$ cat src/rtl/osc_pkg.sv
// Shared types and defaults for the oscillator clock bank and its per-channel NCOs.
package osc_pkg;
  localparam int ACC_W_DEFAULT = 24;
  localparam int N_CH_DEFAULT  = 4;

  typedef logic [ACC_W_DEFAULT-1:0]        tune_t;
  typedef logic [$clog2(N_CH_DEFAULT)-1:0] osc_ch_t;
endpackage

$ cat src/rtl/osc_nco_chan.sv
// One phase accumulator with live and pending tuning words. Outputs are registered.
// Priority: disable > sync > advance > hold. Pending words are applied on disable, sync or wrap.
module osc_nco_chan
  import osc_pkg::*;
#(
  parameter int ACC_W      = ACC_W_DEFAULT,
  parameter int GLITCHLESS = 1
) (
  input  logic             clk,
  input  logic             rst_n,
  input  logic             en_i,
  input  logic             sync_i,
  input  logic             adv_i,
  input  logic             wr_en_i,
  input  logic [ACC_W-1:0] wr_tune_i,
  output logic [ACC_W-1:0] phase_o,
  output logic             tick_o,
  output logic             pend_o
);

  logic [ACC_W-1:0] phase_q, phase_d;
  logic [ACC_W-1:0] tune_q, tune_d;
  logic [ACC_W-1:0] pend_tune_q, pend_tune_d;
  logic             pend_q, pend_d;
  logic             tick_q, tick_d;
  logic [ACC_W:0]   sum;
  logic             carry;
  logic             apply;

  always_comb begin
    sum         = {1'b0, phase_q} + {1'b0, tune_q};
    carry       = sum[ACC_W];
    apply       = ~en_i | sync_i | (adv_i & carry);
    phase_d     = phase_q;
    tick_d      = 1'b0;
    tune_d      = tune_q;
    pend_tune_d = pend_tune_q;
    pend_d      = pend_q;

    if (!en_i || sync_i) begin
      phase_d = '0;
    end else if (adv_i) begin
      phase_d = sum[ACC_W-1:0];
      tick_d  = carry;
    end

    if (GLITCHLESS == 0) begin
      if (wr_en_i) tune_d = wr_tune_i;
    end else begin
      // The old pending word is applied first; a same-cycle write becomes the new pending word.
      if (apply && pend_q) tune_d = pend_tune_q;
      if (wr_en_i) begin
        pend_tune_d = wr_tune_i;
        pend_d      = 1'b1;
      end else if (apply) begin
        pend_d = 1'b0;
      end
    end
  end

  always_ff @(posedge clk or negedge rst_n) begin
    if (!rst_n) begin
      phase_q     <= '0;
      tune_q      <= '0;
      pend_tune_q <= '0;
      pend_q      <= 1'b0;
      tick_q      <= 1'b0;
    end else begin
      phase_q     <= phase_d;
      tune_q      <= tune_d;
      pend_tune_q <= pend_tune_d;
      pend_q      <= pend_d;
      tick_q      <= tick_d;
    end
  end

  assign phase_o = phase_q;
  assign tick_o  = tick_q;
  assign pend_o  = pend_q;

endmodule

$ cat src/rtl/osc_clock_bank.sv
// N_CH independent NCOs sharing a prescaler; phase_out has 1-cycle read latency.
// In glitchless mode a write to a channel with a pending word stalls (wr_ready low) until it is applied.
module osc_clock_bank
  import osc_pkg::*;
#(
  parameter  int N_CH       = N_CH_DEFAULT,
  parameter  int ACC_W      = ACC_W_DEFAULT,
  parameter  int PRESCALE   = 1,
  parameter  int GLITCHLESS = 1,
  localparam int CH_W       = $clog2(N_CH)
) (
  input  logic             sys_clk,
  input  logic             reset_n,
  input  logic [N_CH-1:0]  osc_enable,
  input  logic [N_CH-1:0]  sync_in,
  input  logic             wr_valid,
  input  logic [CH_W-1:0]  wr_ch,
  input  logic [ACC_W-1:0] wr_tune,
  output logic             wr_ready,
  input  logic [CH_W-1:0]  rd_ch,
  output logic [ACC_W-1:0] phase_out,
  output logic [N_CH-1:0]  osc_clk,
  output logic [N_CH-1:0]  osc_tick
);

  localparam int PS_W = (PRESCALE > 1) ? $clog2(PRESCALE) : 1;

  logic [PS_W-1:0]  ps_cnt_q, ps_cnt_d;
  logic             adv;
  logic             wr_acc;
  logic [N_CH-1:0]  pend_flag;
  logic [ACC_W-1:0] phase [N_CH];
  logic [ACC_W-1:0] phase_out_q, phase_out_d;

  // With PRESCALE=1 the counter sits at 0 and adv is permanently high.
  always_comb begin
    adv      = (ps_cnt_q == PS_W'(PRESCALE - 1));
    ps_cnt_d = adv ? '0 : ps_cnt_q + PS_W'(1);
  end

  assign wr_ready    = (GLITCHLESS == 0) ? 1'b1 : ~pend_flag[wr_ch];
  assign wr_acc      = wr_valid & wr_ready;
  assign phase_out_d = phase[rd_ch];

  for (genvar i = 0; i < N_CH; i++) begin : g_ch
    osc_nco_chan #(
      .ACC_W      (ACC_W),
      .GLITCHLESS (GLITCHLESS)
    ) u_chan (
      .clk       (sys_clk),
      .rst_n     (reset_n),
      .en_i      (osc_enable[i]),
      .sync_i    (sync_in[i]),
      .adv_i     (adv),
      .wr_en_i   (wr_acc && (wr_ch == CH_W'(i))),
      .wr_tune_i (wr_tune),
      .phase_o   (phase[i]),
      .tick_o    (osc_tick[i]),
      .pend_o    (pend_flag[i])
    );
    assign osc_clk[i] = phase[i][ACC_W-1];
  end

  always_ff @(posedge sys_clk or negedge reset_n) begin
    if (!reset_n) begin
      ps_cnt_q    <= '0;
      phase_out_q <= '0;
    end else begin
      ps_cnt_q    <= ps_cnt_d;
      phase_out_q <= phase_out_d;
    end
  end

  assign phase_out = phase_out_q;

endmodule

$ cat config.mk
export PLATFORM = sky130hd
export DESIGN_NAME = osc_clock_bank
export DESIGN_NICKNAME = d
export VERILOG_FILES = /design/src/rtl/osc_pkg.sv /design/src/rtl/osc_nco_chan.sv /design/src/rtl/osc_clock_bank.sv
export SDC_FILE = /design/constraint.sdc
export NUM_CORES = 1
export LEC_CHECK = 0
export ABC_AREA = 1
export CAP_MARGIN = 5
export CORE_UTILIZATION = 48
export DETAILED_ROUTE_END_ITERATION = 6
export HOLD_SLACK_MARGIN = 0.03
export PLACE_DENSITY = 0.64
export SYNTH_ARGS = -nofsm -noshare
export SYNTH_HDL_FRONTEND = slang
export SYNTH_HIERARCHICAL = 1
export SYNTH_SLANG_ARGS = --single-unit
export TNS_END_PERCENT = 10
$ cat constraint.sdc
create_clock -name sys_clk -period 3.2 [get_ports sys_clk]
set_clock_uncertainty 0.2 [all_clocks]
set_input_delay 0.64 -clock sys_clk [delete_from_list [all_inputs] [get_ports sys_clk]]
set_output_delay 0.64 -clock sys_clk [all_outputs]
set_load 0.005 [all_outputs]
---- Yosys cells after proc, flatten, opt, wreduce, memory -nomap -nowiden ----
Cells that the tools add are included.
storage, ports and cells
  register bits after elaboration ......... 321
  input bits .............................. 39
  output and inout port bits .............. 33
  logic and storage cells ................. 107
operators by class
  add/sub/neg operators ................... 5
  order comparisons ....................... 2
  equal/unequal tests ..................... 7
  muxes and demuxes ....................... 30
  bitwise gates (word level) .............. 20
  reductions and logical operators ........ 21
operator list
  cell                   count
  $mux W24               10
  $add A24 B24 Y25       4
  $bmux W24 S2           1
  $mux W1                18
  $logic_and A1 B1 Y1    8
  $ne A2 B1 Y1 const B   4
  $or A1 B1 Y1           8
  $reduce_bool A2 Y1     4
  $not A1 Y1             6
  $and A1 B1 Y1          5
  $eq A2 B2 Y1 const B   2
  $logic_not A1 Y1       4
  $logic_or A1 B1 Y1     4
  $ge A3 B3 Y1 const B   1
  $lt A2 B3 Y1 const B   1
  $not A2 Y3             1
  $bmux W1 S2            1
  $eq A2 B1 Y1 const B   1
  $logic_not A2 Y1       1
  $add A1 B1 Y1 const B  1

---- Logic depth before layout (Yosys ltp) ----
  word-level depth ........................ 6
  depth in mapped cells ................... 15
  depth with buffers taken out ............ 14

---- Modules after synthesis ----
The synthesis kept the hierarchy.
by module, submodules not included
  module                             instances  cells each  area an instance (um^2)  seq. area each (um^2)
  osc_nco_chan (g_ch[2].u_chan ...)  2          594         4304.1                   1851.8
  osc_nco_chan (g_ch[0].u_chan ...)  2          594         4297.9                   1851.8
  osc_clock_bank                     1          182         1535.2                   600.6

---- Worst setup path after synthesis ----
Ideal clock, no wire load.
  path kind ............................... flip-flop to flip-flop
  from .................................... register g_ch[3].u_chan.phase_q[0]
  to ...................................... register g_ch[3].u_chan.tune_q[13]
  data arrival time ....................... 1.864 ns
  required time ........................... 2.884 ns
  path slack .............................. 1.019 ns
  stages on the path, launching flop included .. 14
  buffers on the path ..................... 1
  clock period less this slack ............ 2.181 ns
  path through ............................ dfrtp_1 -> ha_1 -> fa_1 -> nand2_1 -> nand2_1 -> nand3_1 -> nand2_2 -> nand2_1 -> nand3_2 -> nand2_2 -> nand2_4 -> buf_4 -> nand3_1 -> nand2_1
between the ends
  longest elaborated chain between the ends .. 4
RTL lines
  what                      RTL line            source
  start: declaration        osc_nco_chan.sv:21  logic [ACC_W-1:0] phase_q, phase_d;
  start signal: assignment  osc_nco_chan.sv:69  phase_q <= phase_d;
  $add A24 B24 Y25          osc_nco_chan.sv:31  sum = {1'b0, phase_q} + {1'b0, tune_q};
  $and A1 B1 Y1             osc_nco_chan.sv:33  apply = ~en_i | sync_i | (adv_i & carry);
  $or A1 B1 Y1              osc_nco_chan.sv:33
  $logic_and A1 B1 Y1       osc_nco_chan.sv:51  if (apply && pend_q) tune_d = pend_tune_q;
  end signal: assignment    osc_nco_chan.sv:70  tune_q <= tune_d;
  end: declaration          osc_nco_chan.sv:22  logic [ACC_W-1:0] tune_q, tune_d;
Every way passes these cells.
A chain may end at the register's enable or synchronous reset.

---- Final worst setup path ----
  from .................................... input wr_ch[0]
  to ...................................... output wr_ready
between the ends
  longest elaborated chain between the ends .. 3
RTL lines
  what                           RTL line              source
  start: declaration             osc_clock_bank.sv:17  input logic [CH_W-1:0] wr_ch,
  $bmux W1 S2                    osc_clock_bank.sv:41  assign wr_ready = (GLITCHLESS == 0) ? 1'b1 : ~pend_flag[wr_ch];
  $mux W1 (not written as such)  osc_clock_bank.sv:41
  $not A1 Y1                     osc_clock_bank.sv:41
  end: declaration               osc_clock_bank.sv:19  output logic wr_ready,
Every way passes these cells. The select of a mux whose other input is x is not followed.

==> summary.md <==
| Metric | Value |
|---|---|
| Status | `finished with violations` |
| Failing checks | `slew limit` |
| Cell with the most instances after synthesis | `nand2_1` |
| Worst R2R End | `g_ch[0].u_chan/tune_q[8]` |
| Drt wl/cell | `18.8 um` |
| Critical path depth | `7` |
| R2R depth | `13` |
| Critical path peak fanout | `5` |
| Iter 0 DRT Violations | `roughly 1300` |
| Storage cell area | `8010 um^2` |
| Critical path class | `input port to output pin` |
| R2R Setup Slk | `about 0.42 ns` |
| Grt met2 use | `between 40 and 50%` |
| TritonRoute pass-1 iters | `5` |
| Worst vdd ir | `0.412 mV` |
| Asr flop ratio synth | `100%` |
| Worst setup SP type | `input port` |
| Clock transition at path regs | `0.06 ns` |
| Syn_area_per_cell | `7.33 um^2` |
| Slew margin rel. | `-24.9%` |
| DP HPWL | `44900 um` |
| Final Power | `12.4 mW` |
| Total Wirelength | `59600 um` |
| Core area | `38600 um^2` |
| First-pass GRT wire length | `92000 um` |
| Worst Path Arrival | `2.13 ns` |
| Worst-path cell chain | `clkdlybuf4s50_1 -> inv_2 -> nand2_1 -> nand2_1 -> nand2_1 -> and2_1 -> clkdlybuf4s50_1` |
| Vias in the first global route | `16206` |
| Row count | `72` |
| Hold WS | `0.269 ns` |
| Final Cell Area | `between 20000 and 25000 um^2` |
| Die ar. | `around 40000 um^2` |
| RR Startpoint | `g_ch[0].u_chan/phase_o[0]` |
| Port bufs | `71` |
| # H-tree levels | `2` |
| CTS tree | `done` |
| Clk_lat worst skew | `0.56 ns` |
| Area Overhead vs Synth | `12.8%` |
| P_leak | `11.2 nW` |
| Initial antenna violation count | `2` |
| Synth area leaders | `dfrtp_1 (43%), nand2_1 (21%), ha_1 (6.4%), nand3_1 (4.7%), o21ai_0 (4.1%)` |
| Delay-heaviest family, CP | `buffers and inverters` |
| CP dominant cell by count | `nand2_1` |
| Most Crowded Layer GR | `met2` |
| IO Count | `slightly above 70` |
| # DRC | `0` |
| DR vias | `17157` |
| GPL Wtd Cong | `0.977` |
| Warnings from Yosys | `6` |
| Least-Margin Pin Slew | `roughly 1.9 ns` |
| Cell Area, Placed | `19900 um^2` |
| Crit path to | `wr_ready` |
| Yosys reg bits | `320` |
| Mapped Cells | `approximately 2600` |
| Root Driver | `clkbuf_16` |
| Final setup vio count | `0` |
| Met3 usage | `between 7 and 8%` |
| Area fraction of the dominant cell type after synthesis | `between 40% and 50%` |
| Gr ovfl total | `0` |
| PwrDens | `slightly below 600 nW/um^2` |
| Die span in y | `between 150 and 200 um` |
| Largest net degree at the start of global routing | `74` |
| Synth top cells by count | `nand2_1 (1072), dfrtp_1 (320), nor2_1 (182)` |
| Area occupied by multi-input gates | `9630 um^2` |
| Fin util | `a little over half` |
| Fin crit period | `2.97 ns` |
| Ys flop type | `dfrtp_1` |
| Critical-path top delay cell | `clkdlybuf4s50_1` |
| Worst EP required | `~2.4 ns` |
| Max-slew violation count | `100` |
| Post-synthesis sequential area ratio | `42.7%` |
| Max Freq | `337 MHz` |
| CTS Buf Count | `37` |
| Period utilization | `92.7%` |
| Gates resized, CTS repair | `0` |
| Synth cell types | `33` |
| Worst hold-check path type | `flip-flop to flip-flop` |
| Fillers | `3814` |
| Critical Path Max Stage Delay | `0.57 ns` |
| DIE WIDTH | `200 um` |
| Clk sinks | `320` |
| CP endpoint kind | `output pin` |
| Met1 Usage GRT | `a little over two fifths` |
| Max-cap check violation count | `0` |
| Initial Utilization | `roughly half` |
| GRT Total Usage | `30.9%` |
| ANT nets after route | `0` |
| Clock Path Buffers | `3` |
| TNS Setup | `0 ns` |
| Beginning of the critical path | `wr_ch[0]` |
| Number of flops mapped to enable cells by yosys | `0` |
| Buffers & Inverters on Critical Path | `3` |
| Mapped Area | `roughly 19000 um^2` |
| Layout cell share with drive strength beyond 1 | `7.20%` |
| Hold Violations, Final | `0` |
| Cell taking the most area after synthesis | `dfrtp_1` |
| Vias per cell | `5.41` |
| Final net count | `around 2800` |
| RSZ-0062 raised after global routing | `no` |
[state kept, by name, summed over array words and instances, names as in the netlist]
name and cells:
g_ch.u_chan/pend_tune_q 96, g_ch.u_chan/phase_o 96, g_ch.u_chan/tune_q 96, phase_out 24
g_ch.u_chan/pend_o 4, g_ch.u_chan/tick_o 4
[power breakdown]
group          internal [mW]  switching, mW
clock network           2.47           1.79
registers               4.74          0.572
logic                  0.991           1.80
total                   8.20           4.16
[timing repair]
action	in CTS	in global routing
endpoints found under the hold margin	67	0
hold buffers	1	0
setup buffers	0	0
[cell families (layout without fill, tap and decap cells)]
kind of cell             after synthesis  after routing  synth area share (%)
AO/OA/AOI/OAI                        314            314                  9.71
adder cells (fa/ha/maj)              100            100                  6.84
buffers and inverters                261            344                  6.11
flip-flops                           320            320                  42.7
other                                  1             14                0.0200
AND/OR/NAND/NOR                     1562           1562                  34.6
[layer usage]
layer | vias to the layer above | routed length (um)
met4 | 2 | 2700
met5 | - | 13
li1 | 8374 | -
met2 | 530 | 26000
met3 | 131 | 4700
met1 | 8120 | 26200
[worst min-delay path by stage]
| stage | startpoint | slack (ns) | cells past startpoint | end |
|---|---|---|---|---|
| after floorplan | reset_n | 0.14 | 0 | g_ch[0].u_chan/pend_o |
| after global placement | g_ch[2].u_chan/pend_tune_q[17] | 0.25 | 2 | g_ch[2].u_chan/pend_tune_q[17] |
| after detailed placement | g_ch[0].u_chan/pend_tune_q[23] | 0.26 | 2 | g_ch[0].u_chan/pend_tune_q[23] |
| after CTS | g_ch[2].u_chan/pend_tune_q[22] | 0.27 | 2 | g_ch[2].u_chan/pend_tune_q[22] |
| after global routing | g_ch[2].u_chan/pend_tune_q[13] | 0.29 | 2 | g_ch[2].u_chan/pend_tune_q[13] |
| final | g_ch[3].u_chan/pend_tune_q[13] | 0.27 | 2 | g_ch[3].u_chan/pend_tune_q[13] |
[area by class of cell]
cell class | count | share of cell area, %
clock inverters | 15 | 0.645
multi-input cells | 1988 | 45.6
inverters | 183 | 3.25
diodes | 2 | 0.0237
repair buffers | 95 | 4.43
clock buffers | 51 | 5.12
well taps | 518 | 3.07
flip-flops and latches | 320 | 37.9
[stage by stage]
step | std cells | worst slack (ns)
after global routing | 3170 | 0.0980
after floorplan | 2569 | 1.02
after global placement | 3103 | 0.290
after detailed placement | 3103 | 0.252
after CTS | 3170 | 0.244
final | 3172 | 0.234
[cell usage in the layout, fill, tap and decap left out, drive strengths merged]
master and instances:
clkinvlp 3, inv 186, a31oi 2, o21bai 18
nor2 216, nor4 4, dlygate4sd3 1, a22o 8
bufinv 1, o21ai 158, o22ai 24, dfrtp 320
clkbuf 51, nand4 30, fa 4, nor3 6
ha 96, conb 12, and2 9, or2 2
nand3 179, clkdlybuf4s50 70, clkinv 8, a21oi 104
nand3b 8, buf 24, nand2 1108, diode 2
[tightest hold or removal path, stage by stage (launching register included)]
cell	delay [ns]
dfrtp_1	0.34
nand2_1	0.05
nand2_1	0.05
Note: power is estimated with default switching activity, not from simulation.
